$ cat src/rtl/apb_timeout_splitter_if.sv
// Bus bundle for apb_timeout_splitter: upstream APB port plus the replicated/qualified
// downstream slave ports. Modport slave is the splitter's view, modport master the environment's.
interface apb_timeout_splitter_if #(
  parameter int W_ADDR   = 16,
  parameter int W_DATA   = 32,
  parameter int N_SLAVES = 3
);
  logic [W_ADDR-1:0]          apbs_paddr;
  logic                       apbs_psel;
  logic                       apbs_penable;
  logic                       apbs_pwrite;
  logic [W_DATA-1:0]          apbs_pwdata;
  logic                       apbs_pready;
  logic [W_DATA-1:0]          apbs_prdata;
  logic                       apbs_pslverr;
  logic [W_DATA-1:0]          apbs_phartid;

  logic [N_SLAVES*W_ADDR-1:0] apbm_paddr;
  logic [N_SLAVES*W_DATA-1:0] apbm_pwdata;
  logic [N_SLAVES*W_DATA-1:0] apbm_hartid;
  logic [N_SLAVES-1:0]        apbm_psel;
  logic [N_SLAVES-1:0]        apbm_penable;
  logic [N_SLAVES-1:0]        apbm_pwrite;
  logic [N_SLAVES-1:0]        apbm_pready;
  logic [N_SLAVES-1:0]        apbm_pslverr;
  logic [N_SLAVES*W_DATA-1:0] apbm_prdata;

  modport slave (
    input  apbs_paddr, apbs_psel, apbs_penable, apbs_pwrite, apbs_pwdata, apbs_phartid,
    output apbs_pready, apbs_prdata, apbs_pslverr,
    output apbm_paddr, apbm_pwdata, apbm_hartid, apbm_psel, apbm_penable, apbm_pwrite,
    input  apbm_pready, apbm_pslverr, apbm_prdata
  );

  modport master (
    output apbs_paddr, apbs_psel, apbs_penable, apbs_pwrite, apbs_pwdata, apbs_phartid,
    input  apbs_pready, apbs_prdata, apbs_pslverr,
    input  apbm_paddr, apbm_pwdata, apbm_hartid, apbm_psel, apbm_penable, apbm_pwrite,
    output apbm_pready, apbm_pslverr, apbm_prdata
  );
endinterface

$ cat src/rtl/apb_timeout_splitter.sv
// APB 1-to-N address splitter with zero-wait pass-through and error response for unmapped hits.
// Optional per-access wait timeout enabled by defining APB_TIMEOUT_SPLITTER_TIMEOUT_EN.
module apb_timeout_splitter #(
  parameter int                           W_ADDR         = 16,
  parameter int                           W_DATA         = 32,
  parameter int                           N_SLAVES       = 3,
  parameter logic [N_SLAVES*W_ADDR-1:0]   ADDR_MAP       = 48'h4000_2000_0000,
  parameter logic [N_SLAVES*W_ADDR-1:0]   ADDR_MASK      = 48'he000_e000_e000,
  parameter int                           W_TIMEOUT      = 8,
  parameter int                           TIMEOUT_CYCLES = 255
) (
  input  logic                        clk,
  input  logic                        rst,
  apb_timeout_splitter_if.slave       bus,
  output logic                        timeout_pulse
);

  if (TIMEOUT_CYCLES < 1 || TIMEOUT_CYCLES >= (1 << W_TIMEOUT)) begin : g_bad_timeout
    $error("apb_timeout_splitter: TIMEOUT_CYCLES must lie in 1 .. 2**W_TIMEOUT-1");
  end

  typedef enum logic {IDLE, ACCESS} state_t;

  state_t              state, state_nxt;
  logic [N_SLAVES-1:0] sel_q, sel_nxt;
  logic [N_SLAVES-1:0] hit, dec;
  logic                sel_ready;
  logic                sel_err;
  logic [W_DATA-1:0]   sel_rdata;
  logic                timeout_hit;

  assign bus.apbm_paddr  = {N_SLAVES{bus.apbs_paddr}};
  assign bus.apbm_pwdata = {N_SLAVES{bus.apbs_pwdata}};
  assign bus.apbm_hartid = {N_SLAVES{bus.apbs_phartid}};

  // Address decode; the lowest matching index wins so the result is always one-hot or zero.
  always_comb begin
    hit = '0;
    dec = '0;
    for (int i = 0; i < N_SLAVES; i++) begin
      hit[i] = (bus.apbs_paddr & ADDR_MASK[i*W_ADDR +: W_ADDR]) == ADDR_MAP[i*W_ADDR +: W_ADDR];
    end
    for (int i = N_SLAVES - 1; i >= 0; i--) begin
      if (hit[i]) begin
        dec    = '0;
        dec[i] = 1'b1;
      end
    end
  end

  always_comb begin
    sel_ready = 1'b0;
    sel_err   = 1'b0;
    sel_rdata = '0;
    for (int i = 0; i < N_SLAVES; i++) begin
      if (sel_q[i]) begin
        sel_ready = sel_ready | bus.apbm_pready[i];
        sel_err   = sel_err   | bus.apbm_pslverr[i];
        sel_rdata = sel_rdata | bus.apbm_prdata[i*W_DATA +: W_DATA];
      end
    end
  end

`ifdef APB_TIMEOUT_SPLITTER_TIMEOUT_EN
  localparam logic [W_TIMEOUT-1:0] TO_LIMIT = W_TIMEOUT'(TIMEOUT_CYCLES);

  logic [W_TIMEOUT-1:0] cnt_q, cnt_nxt;

  function automatic logic [W_TIMEOUT-1:0] sat_inc(input logic [W_TIMEOUT-1:0] v);
    return (v >= TO_LIMIT) ? TO_LIMIT : v + W_TIMEOUT'(1);
  endfunction

  // Held at zero while idle, so every access starts counting from a fresh setup phase.
  always_comb begin
    cnt_nxt = cnt_q;
    if (state == IDLE) begin
      cnt_nxt = '0;
    end else if (!sel_ready) begin
      cnt_nxt = sat_inc(cnt_q);
    end
  end

  always_ff @(posedge clk) begin
    if (rst) begin
      cnt_q <= '0;
    end else begin
      cnt_q <= cnt_nxt;
    end
  end

  assign timeout_hit = (state == ACCESS) && (sel_q != '0) && bus.apbs_psel &&
                       !sel_ready && (cnt_q == TO_LIMIT);
`else
  assign timeout_hit = 1'b0;
`endif

  always_ff @(posedge clk) begin
    if (rst) begin
      state <= IDLE;
      sel_q <= '0;
    end else begin
      state <= state_nxt;
      sel_q <= sel_nxt;
    end
  end

  always_comb begin
    state_nxt        = state;
    sel_nxt          = sel_q;
    bus.apbm_psel    = '0;
    bus.apbm_penable = '0;
    bus.apbm_pwrite  = '0;
    bus.apbs_pready  = 1'b0;
    bus.apbs_pslverr = 1'b0;
    bus.apbs_prdata  = '0;
    timeout_pulse    = 1'b0;
    if (!rst) begin
      unique case (state)
        IDLE: begin
          if (bus.apbs_penable) begin
            // Enable without a preceding setup phase: reject it and stay idle.
            bus.apbs_pready  = 1'b1;
            bus.apbs_pslverr = 1'b1;
          end else if (bus.apbs_psel) begin
            bus.apbm_psel   = dec;
            bus.apbm_pwrite = dec & {N_SLAVES{bus.apbs_pwrite}};
            sel_nxt         = dec;
            state_nxt       = ACCESS;
          end
        end
        ACCESS: begin
          if (sel_q == '0) begin
            bus.apbs_pready  = 1'b1;
            bus.apbs_pslverr = 1'b1;
            state_nxt        = IDLE;
          end else if (timeout_hit) begin
            bus.apbs_pready  = 1'b1;
            bus.apbs_pslverr = 1'b1;
            timeout_pulse    = 1'b1;
            state_nxt        = IDLE;
          end else begin
            bus.apbm_psel    = sel_q & {N_SLAVES{bus.apbs_psel}};
            bus.apbm_penable = sel_q & {N_SLAVES{bus.apbs_penable}};
            bus.apbm_pwrite  = sel_q & {N_SLAVES{bus.apbs_pwrite}};
            bus.apbs_pready  = sel_ready;
            bus.apbs_pslverr = sel_err;
            bus.apbs_prdata  = sel_rdata;
            if (sel_ready || !bus.apbs_psel) begin
              state_nxt = IDLE;
            end
          end
        end
        default: state_nxt = IDLE;
      endcase
    end
  end

endmodule

$ cat src/flat_wrapper.sv
// flat-port wrapper written by rule: the top's interface ports become plain ports
module apb_timeout_splitter_flat 
#(
  parameter int                           W_ADDR         = 16,
  parameter int                           W_DATA         = 32,
  parameter int                           N_SLAVES       = 3,
  parameter logic [N_SLAVES*W_ADDR-1:0]   ADDR_MAP       = 48'h4000_2000_0000,
  parameter logic [N_SLAVES*W_ADDR-1:0]   ADDR_MASK      = 48'he000_e000_e000,
  parameter int                           W_TIMEOUT      = 8,
  parameter int                           TIMEOUT_CYCLES = 255
)
  (clk, rst, timeout_pulse, bus_apbs_paddr, bus_apbs_psel, bus_apbs_penable, bus_apbs_pwrite, bus_apbs_pwdata, bus_apbs_phartid, bus_apbs_pready, bus_apbs_prdata, bus_apbs_pslverr, bus_apbm_paddr, bus_apbm_pwdata, bus_apbm_hartid, bus_apbm_psel, bus_apbm_penable, bus_apbm_pwrite, bus_apbm_pready, bus_apbm_pslverr, bus_apbm_prdata);
  apb_timeout_splitter_if #(.W_ADDR(W_ADDR), .W_DATA(W_DATA), .N_SLAVES(N_SLAVES)) bus_i ();
  input  logic clk;
  input  logic rst;
  output logic timeout_pulse;
  input wire logic [$bits(bus_i.apbs_paddr)-1:0] bus_apbs_paddr;
  input wire logic [$bits(bus_i.apbs_psel)-1:0] bus_apbs_psel;
  input wire logic [$bits(bus_i.apbs_penable)-1:0] bus_apbs_penable;
  input wire logic [$bits(bus_i.apbs_pwrite)-1:0] bus_apbs_pwrite;
  input wire logic [$bits(bus_i.apbs_pwdata)-1:0] bus_apbs_pwdata;
  input wire logic [$bits(bus_i.apbs_phartid)-1:0] bus_apbs_phartid;
  output wire logic [$bits(bus_i.apbs_pready)-1:0] bus_apbs_pready;
  output wire logic [$bits(bus_i.apbs_prdata)-1:0] bus_apbs_prdata;
  output wire logic [$bits(bus_i.apbs_pslverr)-1:0] bus_apbs_pslverr;
  output wire logic [$bits(bus_i.apbm_paddr)-1:0] bus_apbm_paddr;
  output wire logic [$bits(bus_i.apbm_pwdata)-1:0] bus_apbm_pwdata;
  output wire logic [$bits(bus_i.apbm_hartid)-1:0] bus_apbm_hartid;
  output wire logic [$bits(bus_i.apbm_psel)-1:0] bus_apbm_psel;
  output wire logic [$bits(bus_i.apbm_penable)-1:0] bus_apbm_penable;
  output wire logic [$bits(bus_i.apbm_pwrite)-1:0] bus_apbm_pwrite;
  input wire logic [$bits(bus_i.apbm_pready)-1:0] bus_apbm_pready;
  input wire logic [$bits(bus_i.apbm_pslverr)-1:0] bus_apbm_pslverr;
  input wire logic [$bits(bus_i.apbm_prdata)-1:0] bus_apbm_prdata;
  assign bus_i.apbs_paddr = bus_apbs_paddr;
  assign bus_i.apbs_psel = bus_apbs_psel;
  assign bus_i.apbs_penable = bus_apbs_penable;
  assign bus_i.apbs_pwrite = bus_apbs_pwrite;
  assign bus_i.apbs_pwdata = bus_apbs_pwdata;
  assign bus_i.apbs_phartid = bus_apbs_phartid;
  assign bus_apbs_pready = bus_i.apbs_pready;
  assign bus_apbs_prdata = bus_i.apbs_prdata;
  assign bus_apbs_pslverr = bus_i.apbs_pslverr;
  assign bus_apbm_paddr = bus_i.apbm_paddr;
  assign bus_apbm_pwdata = bus_i.apbm_pwdata;
  assign bus_apbm_hartid = bus_i.apbm_hartid;
  assign bus_apbm_psel = bus_i.apbm_psel;
  assign bus_apbm_penable = bus_i.apbm_penable;
  assign bus_apbm_pwrite = bus_i.apbm_pwrite;
  assign bus_i.apbm_pready = bus_apbm_pready;
  assign bus_i.apbm_pslverr = bus_apbm_pslverr;
  assign bus_i.apbm_prdata = bus_apbm_prdata;
  apb_timeout_splitter #(.W_ADDR(W_ADDR), .W_DATA(W_DATA), .N_SLAVES(N_SLAVES), .ADDR_MAP(ADDR_MAP), .ADDR_MASK(ADDR_MASK), .W_TIMEOUT(W_TIMEOUT), .TIMEOUT_CYCLES(TIMEOUT_CYCLES)) u_core (.clk(clk), .rst(rst), .bus(bus_i), .timeout_pulse(timeout_pulse));
endmodule
$ cat config.mk
export PLATFORM = sky130hd
export DESIGN_NAME = apb_timeout_splitter_flat
export DESIGN_NICKNAME = d
export VERILOG_FILES = /design/src/rtl/apb_timeout_splitter_if.sv /design/src/rtl/apb_timeout_splitter.sv /design/src/flat_wrapper.sv
export SDC_FILE = /design/constraint.sdc
export NUM_CORES = 1
export LEC_CHECK = 0
export CAP_MARGIN = 20
export CORE_AREA = 5 5 179 181
export CTS_CLUSTER_SIZE = 12
export DETAILED_ROUTE_END_ITERATION = 10
export DIE_AREA = 0 0 184 186
export HOLD_SLACK_MARGIN = 0.1
export PLACE_DENSITY = 0.49
export SYNTH_ARGS = -nofsm -noshare
export SYNTH_HDL_FRONTEND = slang
export SYNTH_SLANG_ARGS = --single-unit
$ cat constraint.sdc
create_clock -name clk -period 1.49 [get_ports clk]
set_input_delay 0.2235 -clock clk [delete_from_list [all_inputs] [get_ports clk]]
set_output_delay 0.2235 -clock clk [all_outputs]
set_load 0.005 [all_outputs]
==> impl_results.md <==
* Die area at 0.0342 mm²
* Hold-critical path depth at 0
* Ys Warns at 0
* DR iter-0 viols at 211
* Least-Margin Pin Slew at roughly 0.52 ns
* First-pass GRT wire length at 16600 µm
* Critical Path RT at 1.27 ns
* Vias at 2239
* Post-route minimum period at 1.78 ns
* Share of the synthesized area in the top cell type at 0.677
* Antenna diodes at 0
* Core Footprint at around 0.030 mm²
* Register area at 92.6 µm²
* R2R Path End: u_core.sel_q[0]
* DR vias/cell at slightly above 3
* Primary FF master, synth: dfxtp_1
* Die height at 186 µm
* Status: complete, but fails checks
* Commonest cells in the synthesized netlist: buf_4, a222oi_1, nor2_1
* Root Buffer: clkbuf_16
* Mean Syn Cell Area at between 7 and 8 µm²
* Total of max-cap violations at 0
* Max H-tree Level at 1
* FILL cells at 3509
* Period utilization at 1.19
* HPWL after DPL at 9950 µm
* Max Buffers Root-to-Sink at 2
* Most common cell in the netlist: buf_4
* Power Total at 1040 µW
* Final number of hold-violating endpoints at 0
* Fraction of layout cells with a size suffix above 1 at 0.450
* Top post-synthesis cells by area: buf_4, a222oi_1, nor2_1
* TritonCTS buffer count at 3
* Clk sink count at 4
* Gr ovfl total at 0
* Total Wirelength at 12800 µm
* Crit path capture type: output pin
* Static leakage at roughly 0.0012 µW
* GRT Overall Usage at 0.0664
* DR DRC count at 0
* Max VDD drop at about 250 µV
* Cell variety after synth at 21
* Placer congestion estimate at about 0.74
* Fin area at 0.00354 mm²
* End point of the critical path: bus_apbs_pslverr
* Final worst slack at -0.287 ns
* CP max-delay cell: a222oi_1
* Setup Crit Path Kind: flop to output pin
* RR Startpoint: u_core.state
* Clk_skew at 0.00108 ns
* I/O Buffers at roughly 160
* Syn Nets at between 500 and 600
* Layout Nets at 511
* R2r setup slk at around 0.10 ns
* Seq/Total Area, Yosys at 0.0299
* Critical path fanouts, max at 9
* Vias in the first global route at 2446
* Initial DRT Pass Iterations at 5
* Cell Area, Synth at about 0.0027 mm²
* Largest area contributor in the netlist: buf_4
* Final setup vio count at 36
* Placement Setup Slack at -0.672 ns
* Pin count of the biggest net entering global routing at 21
* I/O Pins at 471
* Rows at 64
* Largest stage delay, worst path at 0.52 ns
* Slew HR at 0.650
* Clock-pin slew on the worst setup and hold paths at 0.03 ns
* CTS tree: yes
* P&R area growth vs syn at 32.0%
* Power density cells at 294 mW/mm²
* Final slew viol count at 0
* Crit path cell chain: buf_8 > a222oi_1 > a211oi_2 > buf_2
* Worst setup SP type: flop
* Worst hold start: bus_apbs_phartid[4]
* Initial Util at 0.0886
* Critical path arrival at 1.55 ns
* Hold Crit Class: primary input to output pin
* Multi-input logic area at 888 µm²
* EDFF count, synth at 0
* Antenna Nets Post-Route at 0
* Fmax at between 0.5 and 0.6 GHz
* Cell count after synthesis at 367
* Async SR Flop Fraction at 0
* Antenna violations before repair at 2
* Seq cells post-synth at 4
* Chip width at 184 µm
* Area post-placement at 0.00315 mm²
* Worst-Skew Late Latency at ~0.22 ns
* Worst R2R Path Depth at 5
* Violated checks: setup timing
* WL/cell at 17.8 µm
* Worst Setup SP: u_core.sel_q[0]
* RSZ-0062 raised after global routing: true
-- routing by layer --
layer	vias up	share of wire	global-route usage
met1	970	0.27	0.0532
met2	246	0.48	0.115
li1	922	-	-
met5	-	0.0020	0
met3	97	0.16	0.0406
met4	4	0.086	0.0541
-- state kept, by name, indices dropped and copies added, names as in the netlist --
signal and cells:
u_core.sel_q 3, u_core.state 1
-- final cells by class --
| cell class | count | share of cell area |
|---|---|---|
| clock buffer | 3 | 0.0212 |
| multi-input combinational | 106 | 0.251 |
| sequential | 4 | 0.0261 |
| tap | 396 | 0.140 |
| timing repair buffer | 209 | 0.562 |
-- logic make-up (layout without fill, tap and decap cells) --
family | Yosys count | count (layout) | share of synthesized area
compound gates | 47 | 47 | 0.155
buf+inv | 257 | 212 | 0.715
flops | 4 | 4 | 0.0299
other cells | 1 | 1 | 0.00140
simple gates | 58 | 58 | 0.0984
-- how the worst min path moves through the flow --
stage | endpoint
floorplan | u_core.sel_q[0]
global placement | bus_apbm_paddr[10]
global route | bus_apbm_pwdata[29]
finish | bus_apbm_hartid[4]
detailed placement | bus_apbm_paddr[10]
CTS | bus_apbm_paddr[10]
-- power by group --
group / switching (µW) / internal, µW
Combinational: 152 / 355
Clock: 78.2 / 343
Sequential: 4.51 / 107
Total: 235 / 804
-- critical path: cells and delay by family (launching register included) --
family	cells	cell delay (ns)
compound gates	2	0.66
buf+inv	2	0.31
flops	1	0.35
-- cells in the final DEF (no fill, tap or decap), types with 2 or more instances in the layout --
cell type	count
clkbuf_16	4
a21oi_1	5
buf_6	12
a211oi_2	2
dlygate4sd2_1	7
dfxtp_4	3
buf_2	34
a222oi_1	34
nor2_1	5
a21oi_2	4
nor2_4	6
clkbuf_2	2
nand3_4	2
clkdlybuf4s50_1	112
nand2_2	2
nand2b_4	3
and2_1	3
buf_4	27
nand2_1	7
buf_12	10
nor2_2	25
-- timing repair --
item	CTS	global route
setup endpoints to repair	52	38
resized for setup	217	33
setup buffers	14	6
gates cloned	3	1
pin swaps	28	10
hold buffers	0	0
-- metrics by stage --
step	TNS, ns	utilization	instances	hold slack (ns)
final	-7.94	0.117	718	0.447
after global routing	-10.02	0.117	718	0.447
after CTS	-9.62	0.114	713	0.447
after detailed placement	-18.53	0.104	694	0.447
after global placement	-18.25	0.104	694	0.447
after floorplan	0	-	367	0.394
(Power assumes the default switching activity.)
